### src/rtl/mp4_ctrl_pkg.sv
// Shared types for the 4-bit accumulator controller: opcodes, FSM states,
// opcode classes and the internal-bus control bundle.
package mp4_ctrl_pkg;

  localparam logic [3:0] OP_NOP  = 4'b0000;
  localparam logic [3:0] OP_ADD  = 4'b0001;
  localparam logic [3:0] OP_SUB  = 4'b0010;
  localparam logic [3:0] OP_OUT  = 4'b0011;
  localparam logic [3:0] OP_IN   = 4'b0100;
  localparam logic [3:0] OP_LOAD = 4'b0101;
  localparam logic [3:0] OP_HLT  = 4'b1111;

  typedef enum logic [2:0] {
    ST_FETCH,
    ST_DECODE,
    ST_EX1,
    ST_EX2,
    ST_IN_HS,
    ST_OUT_HS,
    ST_HALT
`ifdef SEQ_SINGLE_STEP_EN
    , ST_STEP_WAIT
`endif
  } state_e;

  typedef enum logic [2:0] {
    CL_NOP,
    CL_ALU,
    CL_LOAD,
    CL_OUT,
    CL_IN,
    CL_HLT
  } op_class_e;

  typedef struct packed {
    logic imm_oe;
    logic acc_oe;
    logic alu_oe;
    logic in_oe;
    logic acc_ld;
    logic b_ld;
    logic out_ld;
    logic alu_sub;
  } ctrl_t;

endpackage

### src/rtl/mp4_op_decode.sv
// Combinational opcode classifier; illegal opcodes are reported and
// otherwise treated as NOP.
module mp4_op_decode
  import mp4_ctrl_pkg::*;
(
  input  logic [3:0] opcode_i,
  output op_class_e  op_class_o,
  output logic       is_sub_o,
  output logic       illegal_o
);

  always_comb begin
    op_class_o = CL_NOP;
    is_sub_o   = 1'b0;
    illegal_o  = 1'b0;
    case (opcode_i)
      OP_NOP:  op_class_o = CL_NOP;
      OP_ADD:  op_class_o = CL_ALU;
      OP_SUB: begin
        op_class_o = CL_ALU;
        is_sub_o   = 1'b1;
      end
      OP_OUT:  op_class_o = CL_OUT;
      OP_IN:   op_class_o = CL_IN;
      OP_LOAD: op_class_o = CL_LOAD;
      OP_HLT:  op_class_o = CL_HLT;
      default: illegal_o  = 1'b1;
    endcase
  end

endmodule

### src/rtl/mp4_control_sequencer.sv
// Fetch/decode/execute sequencer for the 4-bit accumulator datapath.
// Optional single-step mode is enabled with the SEQ_SINGLE_STEP_EN macro.
module mp4_control_sequencer
  import mp4_ctrl_pkg::*;
#(
  parameter int PC_W     = 4,
  parameter int WAIT_MAX = 15
) (
  input  logic            clk1,
  input  logic            MainClear,
`ifdef SEQ_SINGLE_STEP_EN
  input  logic            step_mode,
  input  logic            step,
`endif
  output logic [PC_W-1:0] mem_addr,
  output logic            mem_rd,
  input  logic            mem_ack,
  input  logic [7:0]      mem_data,
  output logic [3:0]      imm,
  output logic            imm_oe,
  output logic            acc_oe,
  output logic            alu_oe,
  output logic            in_oe,
  output logic            acc_ld,
  output logic            b_ld,
  output logic            out_ld,
  output logic            alu_sub,
  output logic            in_ready,
  input  logic            in_valid,
  output logic            out_valid,
  input  logic            out_ready,
  output logic            halted,
  output logic            mem_timeout,
  output logic            illegal_op
);

  localparam logic [7:0] WAIT_LAST = 8'(WAIT_MAX - 1);

  state_e          state_q;
  logic [PC_W-1:0] pc_q;
  logic [7:0]      ir_q;
  logic [7:0]      wait_cnt_q;
  logic            out_valid_q;
  logic            halted_q;
  logic            mem_timeout_q;

  op_class_e op_class;
  logic      op_is_sub;
  logic      op_illegal;
  state_e    fetch_next;
  ctrl_t     ctrl;

  mp4_op_decode u_dec (
    .opcode_i   (ir_q[7:4]),
    .op_class_o (op_class),
    .is_sub_o   (op_is_sub),
    .illegal_o  (op_illegal)
  );

`ifdef SEQ_SINGLE_STEP_EN
  assign fetch_next = step_mode ? ST_STEP_WAIT : ST_FETCH;
`else
  assign fetch_next = ST_FETCH;
`endif

  always_ff @(posedge clk1) begin
    if (MainClear) begin
      state_q       <= ST_FETCH;
      pc_q          <= '0;
      ir_q          <= '0;
      wait_cnt_q    <= '0;
      out_valid_q   <= 1'b0;
      halted_q      <= 1'b0;
      mem_timeout_q <= 1'b0;
    end else begin
      case (state_q)
        ST_FETCH: begin
          if (mem_ack) begin
            ir_q       <= mem_data;
            wait_cnt_q <= '0;
            state_q    <= ST_DECODE;
          end else if (wait_cnt_q == WAIT_LAST) begin
            state_q       <= ST_HALT;
            halted_q      <= 1'b1;
            mem_timeout_q <= 1'b1;
          end else begin
            wait_cnt_q <= wait_cnt_q + 8'd1;
          end
        end
        ST_DECODE: begin
          pc_q <= pc_q + PC_W'(1);
          case (op_class)
            CL_NOP: state_q <= fetch_next;
            CL_HLT: begin
              state_q  <= ST_HALT;
              halted_q <= 1'b1;
            end
            CL_IN:   state_q <= ST_IN_HS;
            default: state_q <= ST_EX1;
          endcase
        end
        ST_EX1: begin
          case (op_class)
            CL_ALU: state_q <= ST_EX2;
            CL_OUT: begin
              out_valid_q <= 1'b1;
              state_q     <= ST_OUT_HS;
            end
            default: state_q <= fetch_next;
          endcase
        end
        ST_EX2: state_q <= fetch_next;
        ST_IN_HS: begin
          if (in_valid) state_q <= fetch_next;
        end
        ST_OUT_HS: begin
          if (out_ready) begin
            out_valid_q <= 1'b0;
            state_q     <= fetch_next;
          end
        end
        ST_HALT: state_q <= ST_HALT;
`ifdef SEQ_SINGLE_STEP_EN
        ST_STEP_WAIT: begin
          if (step) state_q <= ST_FETCH;
        end
`endif
        default: state_q <= ST_FETCH;
      endcase
    end
  end

  // Bus enables decode from the registered state; only IN_HS looks at an input.
  always_comb begin
    ctrl = '0;
    case (state_q)
      ST_EX1: begin
        case (op_class)
          CL_LOAD: begin
            ctrl.imm_oe = 1'b1;
            ctrl.acc_ld = 1'b1;
          end
          CL_ALU: begin
            ctrl.imm_oe  = 1'b1;
            ctrl.b_ld    = 1'b1;
            ctrl.alu_sub = op_is_sub;
          end
          CL_OUT: begin
            ctrl.acc_oe = 1'b1;
            ctrl.out_ld = 1'b1;
          end
          default: ctrl = '0;
        endcase
      end
      ST_EX2: begin
        ctrl.alu_oe  = 1'b1;
        ctrl.acc_ld  = 1'b1;
        ctrl.alu_sub = op_is_sub;
      end
      ST_IN_HS: begin
        ctrl.in_oe  = in_valid;
        ctrl.acc_ld = in_valid;
      end
      default: ctrl = '0;
    endcase
  end

  assign mem_addr    = pc_q;
  assign mem_rd      = (state_q == ST_FETCH);
  assign imm         = ir_q[3:0];
  assign imm_oe      = ctrl.imm_oe;
  assign acc_oe      = ctrl.acc_oe;
  assign alu_oe      = ctrl.alu_oe;
  assign in_oe       = ctrl.in_oe;
  assign acc_ld      = ctrl.acc_ld;
  assign b_ld        = ctrl.b_ld;
  assign out_ld      = ctrl.out_ld;
  assign alu_sub     = ctrl.alu_sub;
  assign in_ready    = (state_q == ST_IN_HS);
  assign out_valid   = out_valid_q;
  assign halted      = halted_q;
  assign mem_timeout = mem_timeout_q;
  assign illegal_op  = (state_q == ST_DECODE) && op_illegal;

endmodule

### config.mk
export PLATFORM = sky130hd
export DESIGN_NAME = mp4_control_sequencer
export DESIGN_NICKNAME = d
export VERILOG_FILES = /design/src/rtl/mp4_ctrl_pkg.sv /design/src/rtl/mp4_op_decode.sv /design/src/rtl/mp4_control_sequencer.sv
export SDC_FILE = /design/constraint.sdc
export NUM_CORES = 1
export LEC_CHECK = 0
export CORE_MARGIN = 1
export CORE_UTILIZATION = 40
export DETAILED_ROUTE_END_ITERATION = 8
export PLACE_DENSITY_LB_ADDON = 0.3
export SETUP_SLACK_MARGIN = 0.3
export SLEW_MARGIN = 10
export SYNTH_ARGS = -nofsm -noshare
export SYNTH_HDL_FRONTEND = slang
export SYNTH_SLANG_ARGS = --single-unit
### constraint.sdc
create_clock -name clk1 -period 2.36 [get_ports clk1]
set_input_delay 0.59 -clock clk1 [delete_from_list [all_inputs] [get_ports clk1]]
set_output_delay 0.59 -clock clk1 [all_outputs]
set_load 0.005 [all_outputs]
==> results of run 1 <==
how the worst max path moves through the flow:
stage	endpoint	slack, ns	cells after the start
floorplan	out_ld	0.34	6
global placement	acc_ld	0.003	4
detailed placement	acc_ld	-0.04	4
finish	acc_oe	-0.03	7
global route	out_ld	-0.06	7
CTS	acc_oe	0.005	7
placed cells by master (no fill, tap or decap), drive strengths merged, types with 5 or more instances in the layout:
master,instances
nand4,7
a21oi,19
clkdlybuf4s50,25
buf,30
dfxtp,26
nor2,14
o21ai,7
inv,5
nor3,7
xor2,6
nand2,30
logic make-up (layout without fill, tap and decap cells):
family          Yosys count  in the layout  synth area share [%]
fa+ha+maj                 3              3                  2.73
simple gates             81             81                  30.1
buf+inv                  22             66                  7.65
compound gates           37             37                  16.5
mux                       1              1                 0.729
xor+xnor                  7              7                  4.46
flops                    26             26                  37.9
critical path: stages, from the launching register on:
cell     delay, ns
dfxtp_2       0.35
or4b_4        0.57
nor2_4        0.12
buf_6         0.11
buf_6         0.09
nand3_4       0.07
inv_4         0.07
buf_6         0.09
metal layers:
metal	share of wire, %	routed length [µm]	global-route usage, %
met1	46	1690	25.6
met3	5.1	187	2.35
met4	1.4	50	9.09
met2	48	1750	36.7
met5	0	0	0
through the flow:
stage          power (µW)  TNS, ns
4_1_cts              1150        0
6_report             1170  -0.0496
3_5_place_dp          905  -0.0421
3_3_place_gp          895        0
2_1_floorplan         742        0
5_1_grt              1230   -0.111
cell type report:
class / count / area (µm²)
timing repair buffer: 58 / 510
clock buffer: 3 / 22.5
inverter: 5 / 21.3
fill: 295 / 1210
sequential: 26 / 529
multi-input combinational: 129 / 802
tap: 44 / 55.1
repair_timing:
item,CTS,global route
resized for setup,43,12
endpoints found under the setup margin,11,12
pin swaps,6,5
setup buffers,10,2
report_power, final:
part           total [µW]  internal, µW  leakage [µW]  switching, µW
Sequential            515           480      0.000214           34.2
Combinational         461           227      0.000532            234
Clock                 191          59.9     0.0000138            131
Total                1170           767      0.000759            399
registers in the layout (all words and copies together) (netlist names):
signal and flops:
wait_cnt_q 8, mem_addr 4, out_valid 1, halted 1
ir_q 8, state_q 3, mem_timeout 1
==> results.md, run 1 <==
- Outcome: finished, violations left
- Violated checks: negative setup slack
- CP startpoint: ir_q[7]
- Detailed Place HPWL: 2.43 mm
- Hold wc startpoint: ir_q[1]
- Layout cells sized above 1: 23.5%
- Relative max-transition margin: 63.8%
- YS warnings: 0
- R2r setup slk: 0.37 ns
- Core Rows: 20
- Post-Syn Instances: 177
- WHS Path Cells: 2
- Total grt overflow: 0
- Slew @ Worst Pin: 0.535 ns
- CP max FO: 3
- First-pass GRT wire length: 5.75 mm
- Die Ht: 60.6 µm
- First-pass DRT Iterations: 4
- Number of synthesized register bits: 26
- Reg-to-reg critical path startpoint: wait_cnt_q[0]
- CTS tree: yes
- Initial antenna violation count: 0
- DR WL/cell: 13.9 µm
- CP Launch Type: register
- CP arrival: 1.80 ns
- Post-synth top cells: nand2_1, dfxtp_1, a21oi_1
- Number of flops mapped to enable cells by yosys: 0
- IO buf count: 34
- Top cell type's share of synthesized area: 37.9%
- Chip width: 60.6 µm
- Worst-Skew Late Latency: 0.32 ns
- Drt total wl: 3.68 mm
- Count leader, synth: nand2_1
- Final Slew Violations: 0
- Largest net degree at the start of global routing: 14
- Crit path kind: register to output port
- Seq/Total Area, Yosys: 37.9%
- Worst Path Required: 1.77 ns
- Syn Area/Cell: 7.76 µm²
- Final std cells w/o fill: 265
- Tmin final: 2.39 ns
- Core Footprint: 3150 µm²
- Final Skew: 0.00353 ns
- Post-Place Cells: 250
- Post-DP Area: 1770 µm²
- Io pins: 35
- Initial core utilization: 43.6%
- Asr flop ratio synth: 0%
- Synth Cell Area: 1370 µm²
- P&R area growth vs syn: 41.3%
- Fmax: 419 MHz
- Die area: 3670 µm²
- Post-route clock period utilization: 101%
- Net count after synthesis: 193
- Cts hold-fix bufs: 0
- Post-route ant nets: 0
- Max Cap Violations: 0
- Post-synth cell types: 39
- Vias: 1438
- CTS sink cnt: 26
- Inserted Diodes: 0
- Crit Reg-Reg Endpoint: wait_cnt_q[2]
- Final hold slack: 0.480 ns
- Final routed DRC violation total: 0
- Design area: 1940 µm²
- Via-to-Cell Ratio: 5.43
- Num CTS Buffers: 3
- Worst min-delay path category: register to register
- Nets: 239
- Worst setup EP type: output port
- Gp weighted congestion: 0.868
- PD cells: 601 nW/µm²
- Dpl ws: -0.0421 ns
- Final setup viols: 2
- Leak: 0.000759 µW
- RSZ-0062 raised after global routing: true
- Max Root-Sink Buffers: 2
- Synth top area cells: dfxtp_1, nand2_1, a21oi_1
- Total GRT Usage: 20.8%
- Clock root cell: clkbuf_4
- Number of global-route vias before repair: 1336
- Hold Path Sink: ir_q[1]
- Final setup margin: -0.0252 ns
- CTS clk-pin slew, worst paths: 0.14 ns
- Initial detailed-routing violation count: 94
- Yosys top cell by area: dfxtp_1
- VDD IR max: 0.334 mV
- H-tree levels: 1
- Layout Utilization: 61.5%
- Reg2Reg Depth: 6
- Endpoints failing hold: 0
- Most used DFF post-synth: dfxtp_1
Note: power is estimated with default switching activity, not from simulation.
==> inputs of run 2 (changes only) <==
CTS_CLUSTER_SIZE = 10   (was default)
==> results of run 2 <==
No change in the layout: final DEF, timing and power equal those of run 1.
==> inputs of run 3 (changes only) <==
CAP_MARGIN = 20   (was default)
SKIP_LAST_GASP = 1   (was default)
==> results of run 3 <==
No change in the layout: final DEF, timing and power equal those of run 1.
